<file path="src/rtl/watch_pkg.sv">
// Shared constants and record types for the watch/alarm timekeeping blocks.
// The optional 12-hour display is enabled by defining WATCH_HOUR12_EN.
package watch_pkg;

  localparam int SEC_MAX  = 60;
  localparam int MIN_MAX  = 60;
  localparam int HOUR_MAX = 24;

  localparam int SEC_BIT  = 6;
  localparam int MIN_BIT  = 6;
  localparam int HOUR_BIT = 5;
  localparam int DAY_BIT  = 9;

  typedef struct packed {
    logic [SEC_BIT-1:0]  sec;
    logic [MIN_BIT-1:0]  min;
    logic [HOUR_BIT-1:0] hour;
    logic [DAY_BIT-1:0]  day;
  } watch_time_t;

  typedef struct packed {
    logic                en;
    logic [MIN_BIT-1:0]  min;
    logic [HOUR_BIT-1:0] hour;
  } alarm_cfg_t;

endpackage

</file>
<file path="src/rtl/watch_tick_gen.sv">
// Programmable divider: o_tick is a combinational strobe marking the cycle whose
// rising edge ends a second. The caller registers it alongside the time update.
module watch_tick_gen #(
  parameter int P_COUNT_BIT = 30
) (
  input  logic                   clk,
  input  logic                   reset,
  input  logic                   i_run_en,
  input  logic [P_COUNT_BIT-1:0] i_freq,
  input  logic                   i_clear,
  output logic                   o_tick
);

  localparam logic [P_COUNT_BIT-1:0] L_ONE = P_COUNT_BIT'(1);

  logic [P_COUNT_BIT-1:0] r_cnt;
  logic                   w_terminal;

  // >= rather than == so that lowering i_freq below the current count ticks at once
  assign w_terminal = (i_freq <= L_ONE) || (r_cnt >= (i_freq - L_ONE));
  assign o_tick     = i_run_en && w_terminal && !i_clear;

  always_ff @(posedge clk) begin
    if (!reset) begin
      r_cnt <= '0;
    end else if (i_clear) begin
      r_cnt <= '0;
    end else if (i_run_en) begin
      r_cnt <= w_terminal ? '0 : (r_cnt + L_ONE);
    end
  end

endmodule

</file>
<file path="src/rtl/watch_alarm_top.sv">
// Real-time clock with configurable day wrap, validated time load and a sticky
// hour:minute alarm. Define WATCH_HOUR12_EN for the 12-hour display ports.
module watch_alarm_top
  import watch_pkg::*;
#(
  parameter int P_COUNT_BIT = 30,
  parameter int P_SEC_BIT   = 6,
  parameter int P_MIN_BIT   = 6,
  parameter int P_HOUR_BIT  = 5,
  parameter int P_DAY_BIT   = 9,
  parameter int P_DAY_MAX   = 365
) (
  input  logic                   clk,
  input  logic                   reset,
  input  logic                   i_run_en,
  input  logic [P_COUNT_BIT-1:0] i_freq,
  input  logic                   i_set_valid,
  input  logic [P_SEC_BIT-1:0]   i_set_sec,
  input  logic [P_MIN_BIT-1:0]   i_set_min,
  input  logic [P_HOUR_BIT-1:0]  i_set_hour,
  input  logic [P_DAY_BIT-1:0]   i_set_day,
  input  logic                   i_alarm_wr,
  input  logic                   i_alarm_en,
  input  logic [P_MIN_BIT-1:0]   i_alarm_min,
  input  logic [P_HOUR_BIT-1:0]  i_alarm_hour,
  input  logic                   i_alarm_clr,
  output logic [P_SEC_BIT-1:0]   o_sec,
  output logic [P_MIN_BIT-1:0]   o_min,
  output logic [P_HOUR_BIT-1:0]  o_hour,
  output logic [P_DAY_BIT-1:0]   o_day,
  output logic                   o_tick,
  output logic                   o_day_wrap,
  output logic                   o_set_err,
`ifdef WATCH_HOUR12_EN
  input  logic                   i_mode12,
  output logic                   o_pm,
`endif
  output logic                   o_alarm
);

  localparam logic [P_SEC_BIT-1:0]  L_SEC_LAST  = P_SEC_BIT'(SEC_MAX - 1);
  localparam logic [P_MIN_BIT-1:0]  L_MIN_LAST  = P_MIN_BIT'(MIN_MAX - 1);
  localparam logic [P_HOUR_BIT-1:0] L_HOUR_LAST = P_HOUR_BIT'(HOUR_MAX - 1);
  localparam logic [P_DAY_BIT-1:0]  L_DAY_LAST  = P_DAY_BIT'(P_DAY_MAX - 1);
  localparam logic [P_SEC_BIT-1:0]  L_SEC_ONE   = P_SEC_BIT'(1);
  localparam logic [P_MIN_BIT-1:0]  L_MIN_ONE   = P_MIN_BIT'(1);
  localparam logic [P_HOUR_BIT-1:0] L_HOUR_ONE  = P_HOUR_BIT'(1);
  localparam logic [P_DAY_BIT-1:0]  L_DAY_ONE   = P_DAY_BIT'(1);

  logic [P_SEC_BIT-1:0]  r_sec;
  logic [P_MIN_BIT-1:0]  r_min;
  logic [P_HOUR_BIT-1:0] r_hour;
  logic [P_DAY_BIT-1:0]  r_day;
  logic                  r_tick;
  logic                  r_day_wrap;
  logic                  r_set_err;
  logic                  r_alarm;
  logic                  r_alarm_en;
  logic [P_MIN_BIT-1:0]  r_alarm_min;
  logic [P_HOUR_BIT-1:0] r_alarm_hour;

  logic                  w_set_ok;
  logic                  w_load;
  logic                  w_tick;
  logic                  w_sec_wrap;
  logic                  w_min_wrap;
  logic                  w_hour_wrap;
  logic                  w_day_wrap;
  logic [P_SEC_BIT-1:0]  w_next_sec;
  logic [P_MIN_BIT-1:0]  w_next_min;
  logic [P_HOUR_BIT-1:0] w_next_hour;
  logic [P_DAY_BIT-1:0]  w_next_day;
  logic                  w_alarm_hit;

  assign w_set_ok = (i_set_sec <= L_SEC_LAST) && (i_set_min <= L_MIN_LAST) &&
                    (i_set_hour <= L_HOUR_LAST) && (i_set_day <= L_DAY_LAST);
  assign w_load   = i_set_valid && w_set_ok;

  // An accepted load clears the divider, which also suppresses a coincident tick
  watch_tick_gen #(
    .P_COUNT_BIT (P_COUNT_BIT)
  ) u_tick_gen (
    .clk      (clk),
    .reset    (reset),
    .i_run_en (i_run_en),
    .i_freq   (i_freq),
    .i_clear  (w_load),
    .o_tick   (w_tick)
  );

  assign w_sec_wrap  = (r_sec == L_SEC_LAST);
  assign w_min_wrap  = w_sec_wrap && (r_min == L_MIN_LAST);
  assign w_hour_wrap = w_min_wrap && (r_hour == L_HOUR_LAST);
  assign w_day_wrap  = w_hour_wrap && (r_day == L_DAY_LAST);

  assign w_next_sec  = w_sec_wrap ? '0 : (r_sec + L_SEC_ONE);
  assign w_next_min  = !w_sec_wrap ? r_min :
                       ((r_min == L_MIN_LAST) ? '0 : (r_min + L_MIN_ONE));
  assign w_next_hour = !w_min_wrap ? r_hour :
                       ((r_hour == L_HOUR_LAST) ? '0 : (r_hour + L_HOUR_ONE));
  assign w_next_day  = !w_hour_wrap ? r_day :
                       ((r_day == L_DAY_LAST) ? '0 : (r_day + L_DAY_ONE));

  // Only a counted second can fire; loads never reach this path
  assign w_alarm_hit = w_tick && r_alarm_en && (w_next_sec == '0) &&
                       (w_next_min == r_alarm_min) && (w_next_hour == r_alarm_hour);

  always_ff @(posedge clk) begin
    if (!reset) begin
      r_sec        <= '0;
      r_min        <= '0;
      r_hour       <= '0;
      r_day        <= '0;
      r_tick       <= 1'b0;
      r_day_wrap   <= 1'b0;
      r_set_err    <= 1'b0;
      r_alarm      <= 1'b0;
      r_alarm_en   <= 1'b0;
      r_alarm_min  <= '0;
      r_alarm_hour <= '0;
    end else begin
      r_tick     <= 1'b0;
      r_day_wrap <= 1'b0;
      r_set_err  <= i_set_valid && !w_set_ok;

      if (i_alarm_wr) begin
        r_alarm_en   <= i_alarm_en;
        r_alarm_min  <= i_alarm_min;
        r_alarm_hour <= i_alarm_hour;
      end

      if (w_load) begin
        r_sec  <= i_set_sec;
        r_min  <= i_set_min;
        r_hour <= i_set_hour;
        r_day  <= i_set_day;
      end else if (w_tick) begin
        r_tick     <= 1'b1;
        r_day_wrap <= w_day_wrap;
        r_sec      <= w_next_sec;
        r_min      <= w_next_min;
        r_hour     <= w_next_hour;
        r_day      <= w_next_day;
      end

      if (w_alarm_hit) begin
        r_alarm <= 1'b1;
      end else if (i_alarm_clr) begin
        r_alarm <= 1'b0;
      end
    end
  end

  assign o_sec      = r_sec;
  assign o_min      = r_min;
  assign o_day      = r_day;
  assign o_tick     = r_tick;
  assign o_day_wrap = r_day_wrap;
  assign o_set_err  = r_set_err;
  assign o_alarm    = r_alarm;

`ifdef WATCH_HOUR12_EN
  localparam logic [P_HOUR_BIT-1:0] L_TWELVE = P_HOUR_BIT'(12);
  logic [P_HOUR_BIT-1:0] w_hour12;

  // Midnight and noon both read as 12 on a 12-hour face
  assign w_hour12 = (r_hour == '0)      ? L_TWELVE :
                    (r_hour > L_TWELVE) ? (r_hour - L_TWELVE) : r_hour;
  assign o_hour   = i_mode12 ? w_hour12 : r_hour;
  assign o_pm     = i_mode12 && (r_hour >= L_TWELVE);
`else
  assign o_hour   = r_hour;
`endif

endmodule

</file>
<file path="config.mk">
export PLATFORM = sky130hd
export DESIGN_NAME = watch_alarm_top
export DESIGN_NICKNAME = d
export VERILOG_FILES = /design/src/rtl/watch_pkg.sv /design/src/rtl/watch_tick_gen.sv /design/src/rtl/watch_alarm_top.sv
export SDC_FILE = /design/constraint.sdc
export NUM_CORES = 1
export LEC_CHECK = 0
export CORE_MARGIN = 2
export CORE_UTILIZATION = 57
export CTS_CLUSTER_SIZE = 10
export DETAILED_ROUTE_END_ITERATION = 8
export HOLD_SLACK_MARGIN = 0.05
export PLACE_DENSITY = 0.87
export SLEW_MARGIN = 25
export SYNTH_ARGS = -nofsm -noshare
export SYNTH_HDL_FRONTEND = slang
export SYNTH_SLANG_ARGS = --single-unit
</file>
<file path="constraint.sdc">
create_clock -name clk -period 10.5 [get_ports clk]
set_input_delay 1.575 -clock clk [delete_from_list [all_inputs] [get_ports clk]]
set_output_delay 1.575 -clock clk [all_outputs]
set_load 0.02 [all_outputs]
</file>
==> results of run 1 <==
[cell families (layout without fill, tap and decap cells)]
group           count (synthesis)  in the layout  synth area share, %
compound gates                124            124                 15.0
mux                            22             22                 4.37
flops                          72             72                 28.1
fa+ha+maj                      39             39                 9.53
xor+xnor                       64             64                 10.9
simple gates                  277            277                 28.2
buf+inv                        44            140                 3.79
[worst max-delay path: stages]
cell and delay (ns):
clkdlybuf4s50_1 0.48, nor4_1 0.54, nand3_1 0.22, nor2b_1 0.32, nand2_1 0.20, nor4_1 0.35, xnor2_1 0.17, ha_1 0.28
a21oi_1 0.16, nand2_1 0.07, a221oi_1 0.38, o211ai_2 0.20, o31ai_4 0.23, buf_4 0.35, nand2_2 0.44, nor2_1 0.24
[sequential cells by signal, summed over array words and instances (netlist names), 5 cells and up]
register,count
o_min,6
r_alarm_hour,5
o_day,9
o_sec,6
r_alarm_min,6
u_tick_gen.r_cnt,30
o_hour,5
[synthesized netlist by cell type (3+ instances only)]
master,count
or4_1,9
nand4_1,22
o31ai_1,6
mux2i_1,19
o31a_1,3
inv_1,18
and4_1,3
xnor2_1,34
and4b_1,3
clkbuf_1,12
nand4b_1,3
xor2_1,30
buf_2,8
and3_1,8
o211ai_1,4
buf_1,3
a21boi_0,4
ha_1,39
o21ai_0,47
nand3b_1,4
nor2_1,62
nor4_1,9
nor3_1,19
dfxtp_1,72
nand2_1,45
nand3_1,40
or3_1,13
and2_1,4
a21oi_1,26
mux2_2,3
a31oi_1,14
nor2b_1,22
nand2b_1,5
[metrics by stage]
stage	util, %	std cells	area (sq um)	power, mW
final	73.2	846	6390	0.653
after global routing	73.2	846	6390	0.683
after CTS	73.2	846	6380	0.656
after detailed placement	71.0	831	6190	0.433
after global placement	71.0	831	6190	0.428
after floorplan	-	642	5120	0.367
[final cells by class]
type / count / area, sq um
fillers: 639 / 2330
flip-flops and latches: 72 / 1440
multi-input cells: 526 / 3490
clock buffers: 9 / 124
clock inverters: 6 / 70.1
inverters: 18 / 67.6
well taps: 108 / 135
repair buffers: 107 / 1060
[power by group through the flow]
| stage | registers [mW] | clock network, mW | logic [mW] |
|---|---|---|---|
| 5_1_grt | 0.303 | 0.241 | 0.139 |
| 6_report | 0.301 | 0.224 | 0.128 |
| 3_5_place_dp | 0.307 | 0 | 0.127 |
| 3_3_place_gp | 0.306 | 0 | 0.123 |
| 2_1_floorplan | 0.310 | 0 | 0.0571 |
| 4_1_cts | 0.300 | 0.228 | 0.127 |
[worst paths after layout]
kind / startpoint / end / slack [ns] / cells past startpoint
max: i_freq[6] / u_tick_gen.r_cnt[11] / 4.54 / 16
min reg2reg: r_alarm_en / r_alarm_en / 0.54 / 2
min: r_alarm_en / r_alarm_en / 0.54 / 2
max reg2reg: u_tick_gen.r_cnt[4] / u_tick_gen.r_cnt[11] / 7.52 / 9
[per-layer routing]
metal | wire length [um] | vias to the layer above | part of all wire [%] | GRT usage [%]
met5 | 0 | - | 0 | 0
met1 | 5880 | 2396 | 42 | 36.1
met3 | 898 | 31 | 6.4 | 5.18
met2 | 6950 | 197 | 49 | 49.8
li1 | - | 2518 | - | -
met4 | 357 | 0 | 2.5 | 9.38
[placed cells by master, fill, tap and decap left out, types with 18 or more instances in the layout]
master / instances
clkdlybuf4s50_1: 103
dfxtp_1: 72
nor2_1: 62
o21ai_0: 47
nand2_1: 44
nand3_1: 40
ha_1: 39
xnor2_1: 34
xor2_1: 30
a21oi_1: 26
nor2b_1: 22
nand4_1: 22
nor3_1: 19
mux2i_1: 19
inv_1: 18
==> results.json, run 1 <==
{
  "sw_frac_of_total_pct": 29.6,
  "power.density_nw_per_um2": 102,
  "die_area_sq_um": 9760,
  "portBuffers": 103,
  "seq_area_frac_synth_pct": 28.1,
  "synth_warnings": 0,
  "post-cts-setup-buffers": 0,
  "fin_worst_skew_ns": 0.0131,
  "firstDrtPassIters": 5,
  "wirelength_um": 14100,
  "synth_top_cell_area_share_pct": 28.1,
  "layout.nets": 847,
  "async_reset_ff_share_pct": 0,
  "comb_power_share_pct": 19.7,
  "clockBufferDepth": 2,
  "syn_area_per_cell_sq_um": 7.98,
  "fp-row-count": 34,
  "die_w_um": 98.8,
  "ys_types": 58,
  "hp-class": "reg -> reg",
  "synth-edff-count": 0,
  "period_minus_slack_ns": 5.96,
  "worst_slack_ns": 4.54,
  "seq_power_share_pct": 46.1,
  "clk-insertion-delay-late_ns": 0.35,
  "worst_setup_path_end_kind": "flop",
  "fmax_mhz": 168,
  "place.gp.congestion": 0.956,
  "antenna_found_initial": 0,
  "cts_resized": 0,
  "num_vias": 5142,
  "rsz0062_at_grt": "no",
  "clkSinkCount": 72,
  "maxCapViolations": 0,
  "worstPathArrival_ns": 6.24,
  "whs_ns": 0.540,
  "diodes": 0,
  "die_y_um": 98.8,
  "power_switching_uw": 193,
  "ir_worst_vdd_mv": 0.0780,
  "status": "finished, final reports clean",
  "hold_viol": 0,
  "grt_max_degree": 44,
  "area_growth_pct": 24.7,
  "worst_pin_slew_ns": 0.997,
  "ios": 104,
  "synth_ff_type": "dfxtp_1",
  "power.leakage_nw": 2.26,
  "synthCells": 642,
  "drt_iter0_drc": 403,
  "via_per_inst": 6.08,
  "cts_tree": "yes",
  "slew_headroom_pct": 33.0,
  "path_max_fanout": 35,
  "setup_violations": 0,
  "syn_area_sq_um": 5120,
  "place_ws_ns": 3.87,
  "setup-tns-final_ns": 0,
  "coreArea_sq_um": 8720,
  "path_class": "in -> reg",
  "cp-start-kind": "primary input",
  "intPower_uw": 460,
  "grt_pass1_wl_um": 23300,
  "grt_pass1_vias": 4918,
  "timing.final.crit_share_pct": 56.8,
  "hold_buffers": 0,
  "synth_area_leaders": "dfxtp_1 (28%), ha_1 (9.5%), xnor2_1 (5.8%)",
  "numCtsBuffers": 9,
  "overflow": 0,
  "cts_root_buf": "clkbuf_8",
  "synth_nets": 755,
  "track_usage_pct": 28.8,
  "drive_gt1_share_pct": 3.93,
  "ys_ff_latch": 72,
  "clk_pin_slew_ns": 0.08,
  "avgRoutedWirePerCell_um": 16.6,
  "drtAntennaViolNets": 0,
  "yosysTopAreaCell": "dfxtp_1",
  "hpwl_um": 10700,
  "maxSlewViolCount": 0,
  "drc": 0,
  "crit_required_ns": 10.77,
  "ctsHtreeMaxLevel": 3,
  "p_clk_share_pct": 34.3,
  "start_util_pct": 58.7
}
Power figures use the tool's default switching activity.
==> inputs of run 2 (changes only) <==
--- a/config.mk
+++ b/config.mk
@@ -6,11 +6,11 @@
 export NUM_CORES = 1
 export LEC_CHECK = 0
 export CORE_MARGIN = 2
-export CORE_UTILIZATION = 57
+export CORE_UTILIZATION = 47
 export CTS_CLUSTER_SIZE = 10
 export DETAILED_ROUTE_END_ITERATION = 8
 export HOLD_SLACK_MARGIN = 0.05
-export PLACE_DENSITY = 0.87
+export PLACE_DENSITY = 0.77
 export SLEW_MARGIN = 25
 export SYNTH_ARGS = -nofsm -noshare
 export SYNTH_HDL_FRONTEND = slang
==> constraint.sdc (replaced) <==
create_clock -name clk -period 5.3 [get_ports clk]
set_input_delay 0.795 -clock clk [delete_from_list [all_inputs] [get_ports clk]]
set_output_delay 0.795 -clock clk [all_outputs]
set_load 0.02 [all_outputs]
==> run 2 against run 1 <==
  * Clock skew is 0.0020 ns higher
  * Combinational power is 99% higher
  * Clock power up 100%
  * Non-clock buffer count increased by 9
  * Clock-buffer cell count rose by 1
  * Worst setup slack got worse by 4.0 ns
  * Flip-flop and latch count did not move
  * Largest power group unchanged
==> results.json, run 2 (synthesized netlist as in run 1, its figures left out) <==
{
  "status": "finished, final reports clean",
  "antenna_found_initial": 0,
  "power.leakage_nw": 2.31,
  "report.power.total_mw": 1.30,
  "worstPathArrival_ns": 5.06,
  "place.gp.congestion": 0.937,
  "drc": 0,
  "met2_usage_pct": 43.1,
  "r2r_slack_ns": 2.45,
  "clockBufferDepth": 2,
  "grt_use_met1_pct": 30.3,
  "hpwl_um": 10800,
  "final_common_cell": "clkdlybuf4s50_1",
  "ios": 104,
  "grt_max_degree": 44,
  "cp-start-kind": "primary input",
  "drive_gt1_share_pct": 4.95,
  "cts_tree": "yes",
  "setup_violations": 0,
  "rsz0062_at_grt": "no",
  "start_util_pct": 47.7,
  "setup-tns-final_ns": 0,
  "layout_common_cells": "clkdlybuf4s50_1 (103), dfxtp_1 (72), nor2_1 (62)",
  "grt-busiest-layer": "met2",
  "portBuffers": 103,
  "maxSlewViolCount": 0,
  "drtAntennaViolNets": 0,
  "clkSinkCount": 72,
  "diodes": 0,
  "power.density_nw_per_um2": 200,
  "overflow": 0,
  "drt_iter0_drc": 248,
  "ctsHtreeMaxLevel": 3,
  "via_per_inst": 5.66,
  "clk_pin_slew_ns": 0.09,
  "coreArea_sq_um": 10700,
  "path_max_fanout": 29,
  "num_vias": 5022,
  "die_w_um": 108,
  "worst_setup_path_end_kind": "flop",
  "dpl-instance-area_sq_um": 6310,
  "area_growth_pct": 27.1,
  "slew_headroom_pct": 36.4,
  "period_minus_slack_ns": 4.76,
  "grt_pass1_vias": 5011,
  "track_usage_pct": 24.8,
  "worst_pin_slew_ns": 0.952,
  "largest_reg_flops": 30,
  "cts_resized": 0,
  "fmax_mhz": 210,
  "grt_pass1_wl_um": 23300,
  "numCtsBuffers": 9,
  "path_class": "in -> reg",
  "avgRoutedWirePerCell_um": 15.8,
  "maxCapViolations": 0,
  "post-cts-setup-buffers": 0,
  "timing.final.crit_share_pct": 89.8,
  "regMostFlops": "u_tick_gen.r_cnt",
  "cts_root_buf": "clkbuf_8",
  "hp-class": "reg -> reg",
  "hold_buffers": 0,
  "wirelength_um": 14000,
  "die_y_um": 108,
  "gr-usage-met3_pct": 4.58,
  "clk-insertion-delay-late_ns": 0.37,
  "hold_viol": 0,
  "die_area_sq_um": 11700,
  "firstDrtPassIters": 4,
  "fin_worst_skew_ns": 0.0151,
  "ir_worst_vdd_mv": 0.170,
  "fp-row-count": 38,
  "layout.nets": 856,
  "crit_required_ns": 5.61,
  "finalInstanceArea_sq_um": 6510
}
## run 2: cell types whose count changed in the layout (fill, tap and decap cells not counted), sizes merged
cell / change
clkbuf: +1
inv: -1
buf: +9
clkinv: +1
## run 2: layout make-up
class                           count  area, sq um
Timing Repair Buffer              116         1140
Clock inverter                      6         70.1
Multi-Input combinational cell    526         3490
Inverter                           18         67.6
Tap cell                          140          175
Sequential cell                    72         1440
Fill cell                         989         4240
Clock buffer                       10          128
## run 2: worst paths after layout
check             cells past startpoint  startpoint         to
setup / recovery                     16  i_freq[10]  o_hour[0]
hold / removal                        2     o_alarm    o_alarm
setup reg to reg                      8   o_hour[0]   o_day[3]
hold reg to reg                       2     o_alarm    o_alarm
## run 2: critical path, cell delays in order
cell	delay, ns
clkdlybuf4s50_1	0.46
or3_1	0.43
nor3_1	0.24
nand3_1	0.23
nor2_1	0.29
nand2_1	0.11
xor2_1	0.15
ha_1	0.30
nand4_1	0.14
or4_1	0.60
nor2_1	0.14
o31a_2	0.20
o31ai_4	0.10
buf_12	0.19
or4_1	0.51
a31oi_1	0.17
## run 2: power by group
| part | switching (mW) | total, mW | internal (mW) |
|---|---|---|---|
| logic | 0.122 | 0.255 | 0.133 |
| registers | 0.0328 | 0.595 | 0.563 |
| clock network | 0.230 | 0.449 | 0.219 |
| total | 0.385 | 1.30 | 0.915 |
## run 2: routing by layer
metal,vias up,routed length [um]
met5,-,0
met2,101,6920
met4,0,342
li1,2526,-
met3,24,549
met1,2371,6200
## run 2: stage by stage
| stage | hold WS [ns] | setup WS (ns) | utilization (%) | std cells |
|---|---|---|---|---|
| floorplan | 0.462 | 1.00 | - | 642 |
| global placement | 0.480 | 0.341 | 58.7 | 872 |
| detailed placement | 0.484 | 0.178 | 58.7 | 872 |
| CTS | 0.498 | 0.537 | 60.6 | 888 |
| global route | 0.532 | 0.201 | 60.6 | 888 |
| finish | 0.499 | 0.543 | 60.6 | 888 |
